File: src/rtl/alu_arb_if.sv
// Per-port request/response channel between an ALU requester and alu_arbiter.
interface alu_arb_if #(
  parameter int unsigned DATA_W = 32,
  parameter int unsigned OP_W   = 4
);
  logic              req_valid;
  logic              req_ready;
  logic [OP_W-1:0]   req_op;
  logic [DATA_W-1:0] req_in1;
  logic [DATA_W-1:0] req_in2;
  logic              rsp_valid;
  logic              rsp_ready;
  logic [DATA_W-1:0] rsp_data;

  modport master (
    output req_valid, req_op, req_in1, req_in2, rsp_ready,
    input  req_ready, rsp_valid, rsp_data
  );

  modport slave (
    input  req_valid, req_op, req_in1, req_in2, rsp_ready,
    output req_ready, rsp_valid, rsp_data
  );
endinterface

File: src/rtl/alu_arbiter.sv
// Shares one combinational ALU between two requesters: IDLE -> EXEC -> RESP per operation.
// Define ALU_ARB_ROUND_ROBIN_EN for alternating arbitration; default is fixed priority to port 0.
module alu_arbiter #(
  parameter int unsigned DATA_W = 32,
  parameter int unsigned OP_W   = 4
) (
  input  logic              clk,
  input  logic              rst,
  alu_arb_if.slave          p0_if,
  alu_arb_if.slave          p1_if,
  output logic [OP_W-1:0]   alu_op_o,
  output logic [DATA_W-1:0] alu_in1_o,
  output logic [DATA_W-1:0] alu_in2_o,
  input  logic [DATA_W-1:0] alu_out_i,
  output logic              busy_o
);

  typedef enum logic [1:0] {
    IDLE = 2'd0,
    EXEC = 2'd1,
    RESP = 2'd2
  } state_e;

  state_e            state_q, state_d;
  logic              grant_q, grant_d;
  logic [OP_W-1:0]   op_q, op_d;
  logic [DATA_W-1:0] in1_q, in1_d;
  logic [DATA_W-1:0] in2_q, in2_d;
  logic [DATA_W-1:0] rsp_data_q, rsp_data_d;
  logic              winner_c;
  logic              ready0_c, ready1_c;
`ifdef ALU_ARB_ROUND_ROBIN_EN
  logic              last_q, last_d;
`endif

  always_ff @(posedge clk or posedge rst) begin
    if (rst) begin
      state_q    <= IDLE;
      grant_q    <= 1'b0;
      op_q       <= '0;
      in1_q      <= '0;
      in2_q      <= '0;
      rsp_data_q <= '0;
`ifdef ALU_ARB_ROUND_ROBIN_EN
      last_q     <= 1'b1;
`endif
    end else begin
      state_q    <= state_d;
      grant_q    <= grant_d;
      op_q       <= op_d;
      in1_q      <= in1_d;
      in2_q      <= in2_d;
      rsp_data_q <= rsp_data_d;
`ifdef ALU_ARB_ROUND_ROBIN_EN
      last_q     <= last_d;
`endif
    end
  end

  // Winner: 1 selects port 1; a lone requester always wins.
  always_comb begin
`ifdef ALU_ARB_ROUND_ROBIN_EN
    if (p0_if.req_valid && p1_if.req_valid) winner_c = ~last_q;
    else                                    winner_c = ~p0_if.req_valid;
`else
    winner_c = ~p0_if.req_valid;
`endif
  end

  always_comb begin
    state_d    = state_q;
    grant_d    = grant_q;
    op_d       = op_q;
    in1_d      = in1_q;
    in2_d      = in2_q;
    rsp_data_d = rsp_data_q;
    ready0_c   = 1'b0;
    ready1_c   = 1'b0;
`ifdef ALU_ARB_ROUND_ROBIN_EN
    last_d     = last_q;
`endif
    case (state_q)
      IDLE: begin
        if (p0_if.req_valid || p1_if.req_valid) begin
          ready0_c = ~winner_c;
          ready1_c = winner_c;
          op_d     = winner_c ? p1_if.req_op  : p0_if.req_op;
          in1_d    = winner_c ? p1_if.req_in1 : p0_if.req_in1;
          in2_d    = winner_c ? p1_if.req_in2 : p0_if.req_in2;
          grant_d  = winner_c;
`ifdef ALU_ARB_ROUND_ROBIN_EN
          last_d   = winner_c;
`endif
          state_d  = EXEC;
        end
      end
      EXEC: begin
        rsp_data_d = alu_out_i;
        state_d    = RESP;
      end
      RESP: begin
        if (grant_q ? p1_if.rsp_ready : p0_if.rsp_ready) state_d = IDLE;
      end
      default: state_d = IDLE;
    endcase
  end

  assign p0_if.req_ready = ready0_c;
  assign p1_if.req_ready = ready1_c;
  assign p0_if.rsp_valid = (state_q == RESP) && !grant_q;
  assign p1_if.rsp_valid = (state_q == RESP) &&  grant_q;
  assign p0_if.rsp_data  = rsp_data_q;
  assign p1_if.rsp_data  = rsp_data_q;
  assign alu_op_o        = op_q;
  assign alu_in1_o       = in1_q;
  assign alu_in2_o       = in2_q;
  assign busy_o          = (state_q != IDLE);

endmodule

File: src/flat_wrapper.sv
// flat-port wrapper written by rule: the top's interface ports become plain ports
module alu_arbiter_flat 
#(
  parameter int unsigned DATA_W = 32,
  parameter int unsigned OP_W   = 4
)
  (clk, rst, alu_op_o, alu_in1_o, alu_in2_o, alu_out_i, busy_o, p0_if_req_valid, p0_if_req_op, p0_if_req_in1, p0_if_req_in2, p0_if_rsp_ready, p0_if_req_ready, p0_if_rsp_valid, p0_if_rsp_data, p1_if_req_valid, p1_if_req_op, p1_if_req_in1, p1_if_req_in2, p1_if_rsp_ready, p1_if_req_ready, p1_if_rsp_valid, p1_if_rsp_data);
  alu_arb_if #(.DATA_W(DATA_W), .OP_W(OP_W)) p0_if_i ();
  alu_arb_if #(.DATA_W(DATA_W), .OP_W(OP_W)) p1_if_i ();
  input  logic clk;
  input  logic rst;
  output logic [OP_W-1:0] alu_op_o;
  output logic [DATA_W-1:0] alu_in1_o;
  output logic [DATA_W-1:0] alu_in2_o;
  input  logic [DATA_W-1:0] alu_out_i;
  output logic busy_o;
  input wire logic [$bits(p0_if_i.req_valid)-1:0] p0_if_req_valid;
  input wire logic [$bits(p0_if_i.req_op)-1:0] p0_if_req_op;
  input wire logic [$bits(p0_if_i.req_in1)-1:0] p0_if_req_in1;
  input wire logic [$bits(p0_if_i.req_in2)-1:0] p0_if_req_in2;
  input wire logic [$bits(p0_if_i.rsp_ready)-1:0] p0_if_rsp_ready;
  output wire logic [$bits(p0_if_i.req_ready)-1:0] p0_if_req_ready;
  output wire logic [$bits(p0_if_i.rsp_valid)-1:0] p0_if_rsp_valid;
  output wire logic [$bits(p0_if_i.rsp_data)-1:0] p0_if_rsp_data;
  input wire logic [$bits(p1_if_i.req_valid)-1:0] p1_if_req_valid;
  input wire logic [$bits(p1_if_i.req_op)-1:0] p1_if_req_op;
  input wire logic [$bits(p1_if_i.req_in1)-1:0] p1_if_req_in1;
  input wire logic [$bits(p1_if_i.req_in2)-1:0] p1_if_req_in2;
  input wire logic [$bits(p1_if_i.rsp_ready)-1:0] p1_if_rsp_ready;
  output wire logic [$bits(p1_if_i.req_ready)-1:0] p1_if_req_ready;
  output wire logic [$bits(p1_if_i.rsp_valid)-1:0] p1_if_rsp_valid;
  output wire logic [$bits(p1_if_i.rsp_data)-1:0] p1_if_rsp_data;
  assign p0_if_i.req_valid = p0_if_req_valid;
  assign p0_if_i.req_op = p0_if_req_op;
  assign p0_if_i.req_in1 = p0_if_req_in1;
  assign p0_if_i.req_in2 = p0_if_req_in2;
  assign p0_if_i.rsp_ready = p0_if_rsp_ready;
  assign p0_if_req_ready = p0_if_i.req_ready;
  assign p0_if_rsp_valid = p0_if_i.rsp_valid;
  assign p0_if_rsp_data = p0_if_i.rsp_data;
  assign p1_if_i.req_valid = p1_if_req_valid;
  assign p1_if_i.req_op = p1_if_req_op;
  assign p1_if_i.req_in1 = p1_if_req_in1;
  assign p1_if_i.req_in2 = p1_if_req_in2;
  assign p1_if_i.rsp_ready = p1_if_rsp_ready;
  assign p1_if_req_ready = p1_if_i.req_ready;
  assign p1_if_rsp_valid = p1_if_i.rsp_valid;
  assign p1_if_rsp_data = p1_if_i.rsp_data;
  alu_arbiter #(.DATA_W(DATA_W), .OP_W(OP_W)) u_core (.clk(clk), .rst(rst), .p0_if(p0_if_i), .p1_if(p1_if_i), .alu_op_o(alu_op_o), .alu_in1_o(alu_in1_o), .alu_in2_o(alu_in2_o), .alu_out_i(alu_out_i), .busy_o(busy_o));
endmodule
File: config.mk
export PLATFORM = sky130hd
export DESIGN_NAME = alu_arbiter_flat
export DESIGN_NICKNAME = d
export VERILOG_FILES = /design/src/rtl/alu_arb_if.sv /design/src/rtl/alu_arbiter.sv /design/src/flat_wrapper.sv
export SDC_FILE = /design/constraint.sdc
export NUM_CORES = 1
export LEC_CHECK = 0
export CAP_MARGIN = 20
export CORE_AREA = 5 5 127 129
export DETAILED_ROUTE_END_ITERATION = 10
export DIE_AREA = 0 0 132 134
export PLACE_DENSITY = 0.77
export SLEW_MARGIN = 20
export SYNTH_ARGS = -nofsm -noshare
export SYNTH_HDL_FRONTEND = slang
export SYNTH_SLANG_ARGS = --single-unit
File: constraint.sdc
create_clock -name clk -period 3.32 [get_ports clk]
set_clock_uncertainty 0.1 [all_clocks]
set_input_delay 0.664 -clock clk [delete_from_list [all_inputs] [get_ports clk]]
set_output_delay 0.664 -clock clk [all_outputs]
set_load 0.01 [all_outputs]
==> results.ini, run 1 <==
[critical_path]
reg2regPathDepth = 4
critPathMaxStageDelay_ns = 0.56
worstReg2RegEnd = u_core.alu_in2_o[31]$_DFFE_PP0P_
cp.required_ns = 2.56
critPathBufInv = 2
path_cells = clkdlybuf4s50_1, nand2_1, nor2_1, clkdlybuf4s50_1
cp_top_family = buffers and inverters
cp.arrival_ns = 1.91
crit_top_cell = clkdlybuf4s50_1
reg2reg_from = u_core.state_q[0]$_DFFE_PP0P_
cp.depth = 4
critPathMaxFanout = 2
cp_slowest_cell = clkdlybuf4s50_1
crit_type = in -> out
startpoint_type = primary input
r2r_slack_ns = 1.38
endpoint_kind = output pin

[clock_tree]
numCtsBuffers = 9
htreeDepth = 3
post_cts_buffers = 0
clock_latency_ns = 0.34
cts_buffer_depth = 2
cts_tree = built
cts_hold_buf = 0
cts_sinks = 103
path_clk_slew_ns = 0.06
cts.root.buffer_cell = clkbuf_16
cts.repair.resized = 0

[power]
p_clk_share_pct = 14.0
pwr-share-seq_pct = 32.4
irDropWorstVdd_mv = 0.6321
power.switching_uw = 2214
power_frac_comb_pct = 53.6
switching_share_pct = 31.01
internal_power_uw = 4925
p_leak_uw = 0.003323
p_per_area_nw_per_um2 = 861.3

[place]
gp_congestion = 0.7738
hpwl_microns = 11610
io_buffers = 310
placed_cells = 791

[min_path]
min_from = u_core.alu_in1_o[7]$_DFFE_PP0P_
hp-class = reg -> reg
hold_end = u_core.alu_in1_o[7]$_DFFE_PP0P_
whs_path_depth = 1

[grt]
track_usage_pct = 16.32
grt_pass1_vias = 4241
antenna_found_initial = 0
grt_pass1_wl_microns = 23070
grt_max_degree = 60
grt_overflow = 0

[timing]
fmax_mhz = 373.4
drv_slew = 0
period_needed_ns = 2.678
setup_violations = 0
fin_tns_setup_ns = 0
whs_ns = 0.4039
post-route-period-util_pct = 80.66
rsz0062_at_grt = no
relSlewSlack_pct = 55.01
hold_violations = 0
tightest_slew_ns = 0.6749

[floorplanning]
io_pins = 311
core_sq_um = 14920
die_x_microns = 132
die_y_microns = 134
dieArea_sq_um = 17690
start_util_pct = 33.09
rows = 45

[logic_synthesis]
synthCells = 338
synth_top_area_share_pct = 52.20
ys_seq_elements = 103
synth_area_per_cell_sq_um = 14.61
synth_cell_type_count = 15
synth_top_area_cell = dfrtp_1
synth_warnings = 0
synth.cell_area_sq_um = 4937
ys_seq_area_share_pct = 52.20
syn_nets = 512
yosys-top-cells-area = dfrtp_1 (52%), mux2_2 (36%), buf_4 (4.9%)

[cells_and_area]
area_growth_pct = 67.87
fin_util_pct = 55.55
diodes = 0
final_nets = 788
layout-drive-gt1-share_pct = 31.23
final_cells = 806

[route]
drt_pre_antenna_iters = 4
routed_wl_microns = 14560
vias = 3671
ant_nets = 0
drc_errors = 0
dr.first_iter.drc_count = 92
wl_per_cell_microns = 18.06
viasPerCell = 4.555

[run_status]
status = finished, final reports clean

[job]
drv_cap = 0

cell families after synthesis:
family          after synthesis  share of synthesized area (%)
mux                         169                          39.23
flops                       103                          52.20
buf+inv                      55                          7.451
simple gates                  8                         0.7601
compound gates                3                         0.3547
cell type report:
type | instances | area (sq um)
clock buffers | 13 | 270.3
clock inverters | 2 | 15.01
fillers | 1238 | 6633
inverters | 3 | 15.01
multi-input cells | 180 | 1999
flip-flops and latches | 103 | 2577
well taps | 188 | 235.2
repair buffers | 317 | 3176
power groups by stage:
| stage | clock, uW | combinational, uW | sequential [uW] |
|---|---|---|---|
| 4_1_cts | 1040 | 3900 | 2330 |
| 5_1_grt | 1090 | 4060 | 2410 |
| 3_5_place_dp | 0 | 3880 | 2340 |
| 2_1_floorplan | 0 | 1660 | 2570 |
| 3_3_place_gp | 0 | 3820 | 2300 |
| 6_report | 997 | 3830 | 2310 |
state kept, by name (all words and copies together) (netlist names):
signal	count
u_core.grant_q	1
u_core.p0_if.rsp_data	32
u_core.alu_op_o	4
u_core.alu_in2_o	32
u_core.alu_in1_o	32
u_core.state_q	2
cell usage after synthesis, drive strengths merged:
master    n
mux2    169
dfrtp   103
buf      45
clkbuf    7
nor2      4
inv       3
nand2b    2
a21oi     1
and2      1
nand2     1
o21a      1
o21ai     1
routing by layer:
metal	GRT usage [%]	share of wire, %
met5	0	0
met4	5.600	1.9
met3	6.002	8.1
met2	29.67	53
met1	17.40	37
worst max-delay path by stage:
stage / start / slack, ns / to
6_report: p1_if_req_valid / 0.64 / p1_if_req_ready
5_1_grt: p1_if_req_valid / 0.54 / p1_if_req_ready
4_1_cts: p1_if_req_valid / 0.63 / p1_if_req_ready
3_5_place_dp: p1_if_req_valid / 0.64 / p1_if_req_ready
3_3_place_gp: p1_if_req_valid / 0.62 / p1_if_req_ready
2_1_floorplan: p0_if_req_valid / 1.25 / p0_if_req_ready
worst register-to-register path, cell delays in order (launching register included):
cell and delay [ns]:
dfrtp_1 0.40, nor2_1 0.25, o21a_4 0.35, buf_4 0.34, mux2_2 0.38
cells in the final DEF, fill, tap and decap left out, types with 2 or more instances in the layout:
| master | instances |
|---|---|
| clkdlybuf4s50_1 | 309 |
| nor2_1 | 4 |
| clkbuf_8 | 3 |
| buf_12 | 2 |
| inv_1 | 2 |
| mux2_2 | 160 |
| clkbuf_16 | 9 |
| nand2b_1 | 2 |
| dfrtp_1 | 103 |
| buf_4 | 5 |
| mux2_4 | 9 |
| clkinvlp_4 | 3 |
through the flow:
| stage | cell area, sq um | setup WS (ns) | power, uW |
|---|---|---|---|
| after floorplan | 4941 | 1.253 | 4236 |
| after global placement | 8003 | 0.6166 | 6119 |
| after detailed placement | 8003 | 0.6353 | 6221 |
| after CTS | 8288 | 0.6312 | 7262 |
| after global routing | 8288 | 0.5449 | 7558 |
| final | 8288 | 0.6422 | 7138 |
(Power assumes the default switching activity.)
==> run 2: changes to the inputs <==
- CORE_AREA: 5 5 127 129 -> 5 5 122 124
- DIE_AREA: 0 0 132 134 -> 0 0 127 129
- PLACE_DENSITY: 0.77 -> 0.8
- clock period: 3.32 -> 2.5 ns (I/O delays scaled with it)
==> results.ini, run 2 (synthesis results as in run 1) <==
[clock_tree]
cts_buffer_depth = 2
cts.root.buffer_cell = clkbuf_16
numCtsBuffers = 9
htreeDepth = 3
cts_tree = built
cts_sinks = 103
clock_latency_ns = 0.33
cts_hold_buf = 0
path_clk_slew_ns = 0.06

[grt]
grt_overflow = 0
grt_max_degree = 70
antenna_found_initial = 0
track_usage_pct = 17.16
grt_pass1_wl_microns = 22060
grt_pass1_vias = 4039

[floorplanning]
die_x_microns = 127
core_sq_um = 13670
start_util_pct = 36.13
io_pins = 311
dieArea_sq_um = 16380
die_y_microns = 129
rows = 43

[power]
p_per_area_nw_per_um2 = 1155
irDropWorstVdd_mv = 1.097
p_leak_uw = 0.003350

[job]
drv_cap = 0

[route]
wl_per_cell_microns = 18.09
ant_nets = 0
drt_pre_antenna_iters = 3
wl_met3_microns = 1163
viasPerCell = 4.559
drc_errors = 0
wl_met1_microns = 5258
met2WireLength_microns = 7785
routed_wl_microns = 14440
dr.max_layer_used = met4
dr.first_iter.drc_count = 88
vias = 3638

[timing]
rsz0062_at_grt = no
setup_violations = 0
setup_slack_ns = 0.1820
period_needed_ns = 2.318
hold_violations = 0
post-route-period-util_pct = 92.72
relSlewSlack_pct = 58.84
fmax_mhz = 431.4
tightest_slew_ns = 0.6174
fin_tns_setup_ns = 0
drv_slew = 0

[critical_path]
crit_type = in -> out
startpoint_type = primary input
cp.arrival_ns = 1.72
critPathMaxFanout = 2
cp.required_ns = 1.90
endpoint_kind = output pin

[cells_and_area]
final_common_cell = clkdlybuf4s50_1
area_growth_pct = 68.75
layout_common_cells = clkdlybuf4s50_1 (309), mux2_2 (160), dfrtp_1 (103)
layout-drive-gt1-share_pct = 31.55
diodes = 0
final_nets = 788

[place]
io_buffers = 310
hpwl_microns = 11700
post-place-ws_ns = 0.1861
gp_congestion = 0.8411

[run_status]
status = finished, final reports clean

[min_path]
hp-class = reg -> reg

-- run 2: cell count changes in the layout (fill, tap and decap cells not counted), sizes merged --
cell / delta
clkbuf: -4
bufinv: +2
clkinv: +3
clkinvlp: -1
-- run 2: path summary, 6_finish.rpt --
kind	start	endpoint	slack (ns)	cells after the start
setup / recovery	p1_if_req_valid	p1_if_req_ready	0.18	4
setup reg to reg	u_core.state_q[0]$_DFFE_PP0P_	u_core.alu_in2_o[20]$_DFFE_PP0P_	0.72	4
max in group asynchronous	rst	u_core.alu_in2_o[2]$_DFFE_PP0P_	1.23	3
hold reg to reg	u_core.alu_in2_o[18]$_DFFE_PP0P_	u_core.alu_in2_o[18]$_DFFE_PP0P_	0.41	1
hold / removal	u_core.alu_in2_o[18]$_DFFE_PP0P_	u_core.alu_in2_o[18]$_DFFE_PP0P_	0.41	1
min in group asynchronous	rst	u_core.p0_if.rsp_data[14]$_DFFE_PP0N_	0.50	3
-- run 2: final cells by class --
type / instances / area (sq um)
Sequential cell: 103 / 2577
Inverter: 3 / 15.01
Tap cell: 180 / 225.2
Timing Repair Buffer: 317 / 3201
Multi-Input combinational cell: 180 / 2002
Clock inverter: 6 / 86.33
Clock buffer: 9 / 225.2
Fill cell: 1086 / 5334
-- run 2: where the power goes --
part	leakage (uW)	internal, uW	total [uW]	switching (uW)
sequential	0.00120	2540	3070	527
combinational	0.00199	3250	5100	1850
clock	0.000151	869	1460	588
total	0.00335	6660	9620	2960
-- run 2: repair_timing --
item,CTS,global route
gates resized for setup,0,1
endpoints found under the setup margin,0,2
buffers inserted,0,0
-- run 2: per-layer routing --
metal,track usage (%),vias to the layer above
met5,0,-
met4,5.552,0
met3,5.604,20
met2,30.76,156
met1,19.37,1765
li1,-,1697
-- run 2: metrics by stage --
| stage | util, % | instances | cell area (sq um) | total power (uW) | hold slack [ns] |
|---|---|---|---|---|---|
| after CTS | 60.95 | 798 | 8329 | 9786 | 0.4095 |
| final | 60.97 | 798 | 8332 | 9620 | 0.4058 |
| after floorplan | - | 338 | 4941 | 5626 | 0.4347 |
| after global routing | 60.97 | 798 | 8332 | 10170 | 0.4273 |
| after detailed placement | 58.67 | 783 | 8018 | 8289 | 0.3942 |
| after global placement | 58.67 | 783 | 8018 | 8144 | 0.3892 |
-- run 2: worst max-delay path, stage by stage --
cell and delay [ns]:
clkdlybuf4s50_1 0.49, nand2_1 0.08, nor2_1 0.10, clkdlybuf4s50_1 0.54
==> run 3: changes to the inputs <==
- CORE_AREA: 5 5 122 124 -> 5 5 104 145
- DIE_AREA: 0 0 127 129 -> 0 0 109 150
==> results.ini, run 3 (synthesis results as in run 1) <==
[power]
p_per_area_nw_per_um2 = 1145
p_leak_uw = 0.003327
irDropWorstVdd_mv = 0.6180
power_uw = 9489

[timing]
post-route-period-util_pct = 94.21
rsz0062_at_grt = no
tightest_slew_ns = 0.5402
whs_ns = 0.4077
fmax_mhz = 424.6
hold_violations = 0
fin_tns_setup_ns = 0
drv_slew = 0
relSlewSlack_pct = 63.99
period_needed_ns = 2.355
setup_violations = 0

[cells_and_area]
layout-drive-gt1-share_pct = 31.34
final_common_cell = clkdlybuf4s50_1
final_nets = 788
area_growth_pct = 67.79
layout_common_cells = clkdlybuf4s50_1 (309), mux2_2 (160), dfrtp_1 (103)
diodes = 0
fillerInstances = 1114

[critical_path]
crit_type = reg -> out
path_cells = nor2_1, nand2_1, nor2_1, clkdlybuf4s50_1
crit_top_cell = nor2_1
critPathMaxFanout = 4
cp_top_family = buffers and inverters
cp.required_ns = 1.90
critPathMaxStageDelay_ns = 0.56
cp.arrival_ns = 1.76
critPathBufInv = 1
endpoint_kind = output pin
cp_slowest_cell = clkdlybuf4s50_1
startpoint_type = register

[place]
hpwl_microns = 11750
io_buffers = 310
gp_congestion = 0.7550

[grt]
grt_max_degree = 104
grt_overflow = 0
track_usage_pct = 17.55
grt_pass1_wl_microns = 21960
grt_pass1_vias = 4230
antenna_found_initial = 0

[clock_tree]
path_clk_slew_ns = 0.07
cts_sinks = 103
htreeDepth = 3
cts_tree = built
cts_buffer_depth = 2
cts.root.buffer_cell = clkbuf_16
cts_hold_buf = 0
numCtsBuffers = 9
cts.repair.resized = 0
clock_latency_ns = 0.34
post_cts_buffers = 0

[floorplanning]
start_util_pct = 35.99
die_y_microns = 150
dieArea_sq_um = 16350
die_x_microns = 109
io_pins = 311
rows = 51
core_sq_um = 13720

[run_status]
status = finished, final reports clean

[route]
viasPerCell = 4.609
dr.first_iter.drc_count = 66
routed_wl_microns = 14630
drt_pre_antenna_iters = 2
drc_errors = 0
ant_nets = 0
wl_per_cell_microns = 18.20
vias = 3706

[min_path]
hp-class = reg -> reg

[job]
drv_cap = 0

## run 3: cell count changes in the layout (fill, tap and decap cells not counted)
cell,previous run,this run
clkbuf_1,0,1
inv_6,0,2
buf_12,4,3
bufinv_16,2,0
nor2_2,1,0
nor2_1,3,4
buf_4,3,4
## run 3: cell type report
cell class / count / area [sq um] / area share [%]
Multi-Input combinational cell: 180 / 1999 / 24.14
Tap cell: 185 / 231.5 / 2.794
Timing Repair Buffer: 317 / 3188 / 38.48
Clock inverter: 6 / 43.79 / 0.5286
Sequential cell: 103 / 2577 / 31.11
Clock buffer: 10 / 229.0 / 2.764
Inverter: 3 / 15.01 / 0.1812
## run 3: worst paths after layout
path / startpoint / slack [ns] / depth (start not counted) / endpoint
setup / recovery: u_core.state_q[0]$_DFFE_PP0P_ / 0.14 / 4 / p1_if_req_ready
hold / removal: u_core.alu_in2_o[7]$_DFFE_PP0P_ / 0.41 / 1 / u_core.alu_in2_o[7]$_DFFE_PP0P_
min in group asynchronous: rst / 0.55 / 3 / u_core.alu_in2_o[18]$_DFFE_PP0P_
setup reg to reg: u_core.state_q[0]$_DFFE_PP0P_ / 0.69 / 4 / u_core.alu_in1_o[9]$_DFFE_PP0P_
hold reg to reg: u_core.alu_in2_o[7]$_DFFE_PP0P_ / 0.41 / 1 / u_core.alu_in2_o[7]$_DFFE_PP0P_
max in group asynchronous: rst / 1.33 / 3 / u_core.alu_in2_o[2]$_DFFE_PP0P_
## run 3: where the power goes
part / internal (uW) / total (uW) / leakage (uW) / switching, uW
Combinational: 3270 / 5110 / 0.00199 / 1840
Clock: 681 / 1290 / 0.000133 / 610
Sequential: 2540 / 3090 / 0.00120 / 554
Total: 6490 / 9490 / 0.00333 / 3000
## run 3: routing by layer
metal	global-route usage, %	vias to the layer above	share of wire, %
met5	0	-	0
met4	6.128	0	2.1
met3	5.352	22	8.4
li1	-	1707	-
met1	18.31	1800	34
met2	32.63	177	55
## run 3: through the flow
| step | instances | util [%] | worst slack, ns | area (sq um) |
|---|---|---|---|---|
| floorplan | 338 | - | 0.6684 | 4941 |
| global placement | 788 | 58.39 | 0.1775 | 8011 |
| detailed placement | 788 | 58.39 | 0.1580 | 8011 |
| CTS | 804 | 60.38 | 0.09224 | 8284 |
| global route | 804 | 60.38 | 0.03051 | 8284 |
| finish | 804 | 60.38 | 0.1447 | 8284 |
